$ cat src/rtl/dma_axi_write_engine.sv
// Single-outstanding-burst AXI write master: pops words from a FIFO and writes
// len_words words to dst_addr as INCR bursts of at most MAX_BURST beats.
module dma_axi_write_engine #(
    parameter int DATA_WIDTH = 32,
    parameter int ADDR_WIDTH = 32,
    parameter int MAX_BURST  = 16,
    parameter int LEN_WIDTH  = 16
) (
    input  logic                    clk,
    input  logic                    rst_n,
    input  logic                    start,
    input  logic [ADDR_WIDTH-1:0]   dst_addr,
    input  logic [LEN_WIDTH-1:0]    len_words,
    output logic                    busy,
    output logic                    done,
    output logic                    error,
    output logic                    fifo_rd_en,
    input  logic [DATA_WIDTH-1:0]   fifo_rd_data,
    input  logic                    fifo_empty,
    output logic [ADDR_WIDTH-1:0]   m_awaddr,
    output logic [7:0]              m_awlen,
    output logic [2:0]              m_awsize,
    output logic [1:0]              m_awburst,
    output logic                    m_awvalid,
    input  logic                    m_awready,
    output logic [DATA_WIDTH-1:0]   m_wdata,
    output logic [DATA_WIDTH/8-1:0] m_wstrb,
    output logic                    m_wlast,
    output logic                    m_wvalid,
    input  logic                    m_wready,
    input  logic [1:0]              m_bresp,
    input  logic                    m_bvalid,
    output logic                    m_bready
);
    localparam int BYTES     = DATA_WIDTH / 8;
    localparam int SIZE_LOG2 = $clog2(BYTES);

    typedef enum logic [2:0] {IDLE, ADDR, FETCH, DATA, RESP} state_t;
    state_t state, state_nxt;

    logic [ADDR_WIDTH-1:0] addr_q;
    logic [LEN_WIDTH-1:0]  remaining_q;
    logic [8:0]            burst_q;
    logic [7:0]            awlen_q;
    logic [7:0]            beat_cnt;
    logic [DATA_WIDTH-1:0] wdata_q;
    logic                  data_fresh;
    logic                  done_q;
    logic                  error_q;

    logic [LEN_WIDTH-1:0]  rem_after;
    logic [ADDR_WIDTH-1:0] addr_after;
    logic [8:0]            burst_start;
    logic [8:0]            burst_next;

    function automatic logic [8:0] burst_of(input logic [LEN_WIDTH-1:0] rem);
        if (32'(rem) > MAX_BURST) return 9'(MAX_BURST);
        return 9'(rem);
    endfunction

    assign rem_after   = remaining_q - LEN_WIDTH'(burst_q);
    assign addr_after  = addr_q + (ADDR_WIDTH'(burst_q) << SIZE_LOG2);
    assign burst_start = burst_of(len_words);
    assign burst_next  = burst_of(rem_after);

    assign done      = done_q;
    assign error     = error_q;
    assign m_awaddr  = addr_q;
    assign m_awlen   = awlen_q;
    assign m_awsize  = 3'(SIZE_LOG2);
    assign m_awburst = 2'b01;
    assign m_wstrb   = '1;
    assign m_wlast   = (state == DATA) && (beat_cnt == awlen_q);
    // The popped word arrives in the first DATA cycle; drive it straight
    // through then, and from the capture register for any stalled cycles.
    assign m_wdata   = data_fresh ? fifo_rd_data : wdata_q;

    always_ff @(posedge clk or negedge rst_n) begin
        if (!rst_n) state <= IDLE;
        else        state <= state_nxt;
    end

    always_comb begin
        state_nxt  = state;
        busy       = 1'b1;
        m_awvalid  = 1'b0;
        fifo_rd_en = 1'b0;
        m_wvalid   = 1'b0;
        m_bready   = 1'b0;
        case (state)
            IDLE: begin
                busy = 1'b0;
                if (start && len_words != '0) state_nxt = ADDR;
            end
            ADDR: begin
                m_awvalid = 1'b1;
                if (m_awready) state_nxt = FETCH;
            end
            FETCH: begin
                fifo_rd_en = !fifo_empty;
                if (!fifo_empty) state_nxt = DATA;
            end
            DATA: begin
                m_wvalid = 1'b1;
                if (m_wready) state_nxt = m_wlast ? RESP : FETCH;
            end
            RESP: begin
                m_bready = 1'b1;
                if (m_bvalid) state_nxt = (rem_after != '0) ? ADDR : IDLE;
            end
            default: state_nxt = IDLE;
        endcase
    end

    always_ff @(posedge clk or negedge rst_n) begin
        if (!rst_n) begin
            addr_q      <= '0;
            remaining_q <= '0;
            burst_q     <= '0;
            awlen_q     <= '0;
            beat_cnt    <= '0;
            wdata_q     <= '0;
            data_fresh  <= 1'b0;
            done_q      <= 1'b0;
            error_q     <= 1'b0;
        end else begin
            done_q     <= 1'b0;
            data_fresh <= 1'b0;
            case (state)
                IDLE: begin
                    if (start) begin
                        if (len_words != '0) begin
                            addr_q      <= dst_addr;
                            remaining_q <= len_words;
                            burst_q     <= burst_start;
                            awlen_q     <= 8'(burst_start - 9'd1);
                            error_q     <= 1'b0;
                        end else begin
                            done_q <= 1'b1;
                        end
                    end
                end
                ADDR: begin
                    if (m_awready) beat_cnt <= '0;
                end
                FETCH: begin
                    if (!fifo_empty) data_fresh <= 1'b1;
                end
                DATA: begin
                    if (data_fresh) wdata_q <= fifo_rd_data;
                    if (m_wready && !m_wlast) beat_cnt <= beat_cnt + 8'd1;
                end
                RESP: begin
                    if (m_bvalid) begin
                        // Error responses are recorded but the transfer carries on.
                        if (m_bresp[1]) error_q <= 1'b1;
                        remaining_q <= rem_after;
                        addr_q      <= addr_after;
                        if (rem_after != '0) begin
                            burst_q <= burst_next;
                            awlen_q <= 8'(burst_next - 9'd1);
                        end else begin
                            done_q <= 1'b1;
                        end
                    end
                end
                default: ;
            endcase
        end
    end

endmodule

$ cat config.mk
export PLATFORM = sky130hd
export DESIGN_NAME = dma_axi_write_engine
export DESIGN_NICKNAME = d
export VERILOG_FILES = /design/src/rtl/dma_axi_write_engine.sv
export SDC_FILE = /design/constraint.sdc
export NUM_CORES = 1
export LEC_CHECK = 0
export BUFFER_PORTS_ARGS = -buffer_cell sky130_fd_sc_hd__buf_2
export CAP_MARGIN = 20
export CORE_UTILIZATION = 30
export DETAILED_ROUTE_END_ITERATION = 8
export PLACE_DENSITY_LB_ADDON = 0.08
export SLEW_MARGIN = 20
export SYNTH_ARGS = -nofsm -noshare
export SYNTH_HDL_FRONTEND = slang
export SYNTH_SLANG_ARGS = --single-unit
$ cat constraint.sdc
create_clock -name clk -period 3.88 [get_ports clk]
set_input_delay 0.194 -clock clk [delete_from_list [all_inputs] [get_ports clk]]
set_output_delay 0.194 -clock clk [all_outputs]
set_load 0.05 [all_outputs]
==> qor.txt <==
R2r setup slk = 0.34 ns
Worst skew pair latency = 0.36 ns
Synth Register Bits = 111
Initial Util = 30.67%
Initial antenna violation count = 0
Crit Path Max Fanout = 3
Syn_area_per_cell = 8.483 µm²
Commonest non-fill, non-tap cell in the layout = nand2_1
Unrepaired setup endpoints after global routing = false
Residual DRC = 0
Setup Crit Path Kind = reg -> reg
Synthesized area = 6964 µm²
Detailed Route WL = 20.57 mm
Max-slew violation count = 0
Min-Delay Startpoint = dst_addr[0]
Register area = 2778 µm²
Wire per inst = 16.26 µm
Area grow syn2layout = 21.38%
IO Pins = 178
Largest net degree at the start of global routing = 59
Worst Path Arrival = 3.78 ns
Reg2reg end = m_awlen[4]$_DFFE_PN0P_
Total Power = 7.321 mW
Seq/Total Area, Yosys = 39.89%
Port bufs = 167
# rows = 55
H-tree levels = 3
Gr ovfl total = 0
GPL Wtd Cong = 0.8302
Filler Cells Inserted = 2,405
CTS tree = built
Worst hold path class = in -> reg
Max cap viols = 0
Setup tns final = 0 ns
Clk sinks = 111
CTS Buf Count = 9
Layout cells sized above 1 = 26.22%
Syn Inst Count = 821
Status = finished, final reports clean
Chip width = 154.4 µm
Clk_skew = 0.01450 ns
Final Critical Period = 3.544 ns
NumNets Final = 1,086
Final worst path period share = 91.34%
Vias in the first global route = 6,117
First-pass GRT wire length = 33.28 mm
Share of synthesized flip-flops with an asynchronous set or reset = 100.0%
Peak Freq = 282.2 MHz
Most frequent cells in the layout = nand2_1, buf_2, dfrtp_1
Clk buf depth = 2
Ys flop type = dfrtp_1
Setup crit start kind = register
Reg clk slew, reported paths = 0.09 ns
# setup viols final = 0
Leak Pwr = 4.002 nW
N_diodes = 0
Drt first-iter violations = 423
Synth cell types = 75
Pwr dens = 866.1 nW/µm²
Total number of vias = 6,378
Worst r2r src = burst_q[0]$_DFFE_PN0P_
Hold Crit Depth = 3
DP HPWL = 15.08 mm
Crit path required time = 4.12 ns
Worst Setup End Kind = register
Max_slew headroom = 50.69%
DR vias/cell = 5.042
Hold Fails Final Rpt = 0
CTS root buffer = clkbuf_16
Final antenna-violating net count = 0
Die area = 23,830 µm²
Slew @ Worst Pin = 0.7396 ns
EDFF count, synth = 0
Die Y = 154.4 µm
Maximum VDD drop = 319.2 µV
Detailed Routing Iterations Pass 1 = 5
Gr usage total = 17.54%
Core ar. = 22,710 µm²
Multi-input logic area = 3895 µm²
Worst hold endpoint = m_awaddr[0]$_DFFE_PN0P_
Synthesis warning total = 0
Worst Reg-to-Reg Cells = 15
-- synthesized netlist by cell type, drive strengths merged, types with 6 or more instances --
library cell | number | share of area, %
a31oi | 9 | 0.81
o22ai | 10 | 0.90
xor2 | 23 | 2.9
nor4 | 12 | 1.3
mux2i | 8 | 1.1
o21ai | 50 | 3.6
clkbuf | 35 | 1.9
nor3 | 15 | 1.1
a211oi | 12 | 1.4
a21oi | 61 | 4.7
nand2 | 170 | 9.2
buf | 18 | 1.7
and3 | 10 | 0.92
nand4 | 6 | 0.54
xnor2 | 9 | 1.1
ha | 20 | 3.6
inv | 27 | 1.5
mux2 | 36 | 5.8
nand3 | 12 | 0.86
dfrtp | 111 | 40
nor2 | 67 | 3.6
-- power breakdown --
part | switching (mW) | internal [mW]
clock | 0.487 | 0.472
sequential | 0.397 | 1.63
combinational | 3.00 | 1.34
total | 3.89 | 3.43
-- cell type report --
cell class                      instances  share of cell area, %
Clock inverter                          6                 0.6957
Tap cell                              285                  4.218
Timing Repair Buffer                  189                  12.08
Inverter                               28                  1.243
Sequential cell                       111                  32.86
Clock buffer                           10                  2.827
Multi-Input combinational cell        636                  46.08
-- kinds of logic after synthesis --
logic type,synth area share (%)
adder cells (fa/ha/maj),4.168
AO/OA/AOI/OAI,18.83
buffers and inverters,5.120
XOR/XNOR,4.024
flip-flops,39.88
AND/OR/NAND/NOR,20.89
multiplexers,6.971
other,0.1078
-- registers in the layout (all words and copies together) (netlist names) --
name         count
state            3
done             1
burst_q          9
remaining_q     16
m_awaddr        32
m_awlen          8
error            1
beat_cnt         8
wdata_q         32
data_fresh       1
-- through the flow --
stage | hold slack [ns] | utilization (%) | std cells | setup slack (ns) | cell area, µm²
finish | 0.02346 | 37.22 | 1265 | 0.3359 | 8453
global route | 0.02691 | 37.22 | 1265 | 0.001421 | 8453
CTS | 0.005016 | 37.10 | 1265 | 0.2427 | 8424
detailed placement | 0.3003 | 35.70 | 1247 | 0.2592 | 8107
global placement | 0.3037 | 35.70 | 1247 | 0.3038 | 8107
floorplan | -0.1016 | - | 828 | 0.6127 | 6990
-- critical path, stage by stage (launching register included) --
cell	delay, ns
dfrtp_1	0.41
ha_1	0.23
fa_1	0.44
nand2b_1	0.22
a21bo_2	0.25
nand2_1	0.10
nand3_1	0.13
a221o_1	0.44
nor4_4	0.24
nand2_1	0.15
a2bb2oi_2	0.18
ha_1	0.23
nand2_1	0.06
a21o_1	0.11
a21boi_0	0.18
nor2_1	0.06
-- layer usage --
layer  vias up  wire, µm  global-route usage (%)
li1       3185         -                       -
met1      3017     10210                   24.85
met2       158      9201                   27.64
met3        18       878                   2.914
met4         0       282                   4.573
met5         -         0                       0
-- repair_timing --
item                                   in CTS  in global routing
setup endpoints to repair                   0                  3
resized for setup                           0                  4
hold buffers                                2                  0
buffers inserted                            0                  0
endpoints found under the hold margin      54                  0
-- worst max path at each step --
stage	slack, ns	endpoint	start
2_1_floorplan	0.61	m_awlen[2]$_DFFE_PN0P_	burst_q[0]$_DFFE_PN0P_
3_3_place_gp	0.30	m_awlen[4]$_DFFE_PN0P_	burst_q[0]$_DFFE_PN0P_
3_5_place_dp	0.26	m_awlen[2]$_DFFE_PN0P_	burst_q[0]$_DFFE_PN0P_
4_1_cts	0.24	m_awlen[4]$_DFFE_PN0P_	burst_q[0]$_DFFE_PN0P_
5_1_grt	0.001	m_awlen[4]$_DFFE_PN0P_	burst_q[0]$_DFFE_PN0P_
6_report	0.34	m_awlen[4]$_DFFE_PN0P_	burst_q[0]$_DFFE_PN0P_
Note: power is estimated with default switching activity, not from simulation.
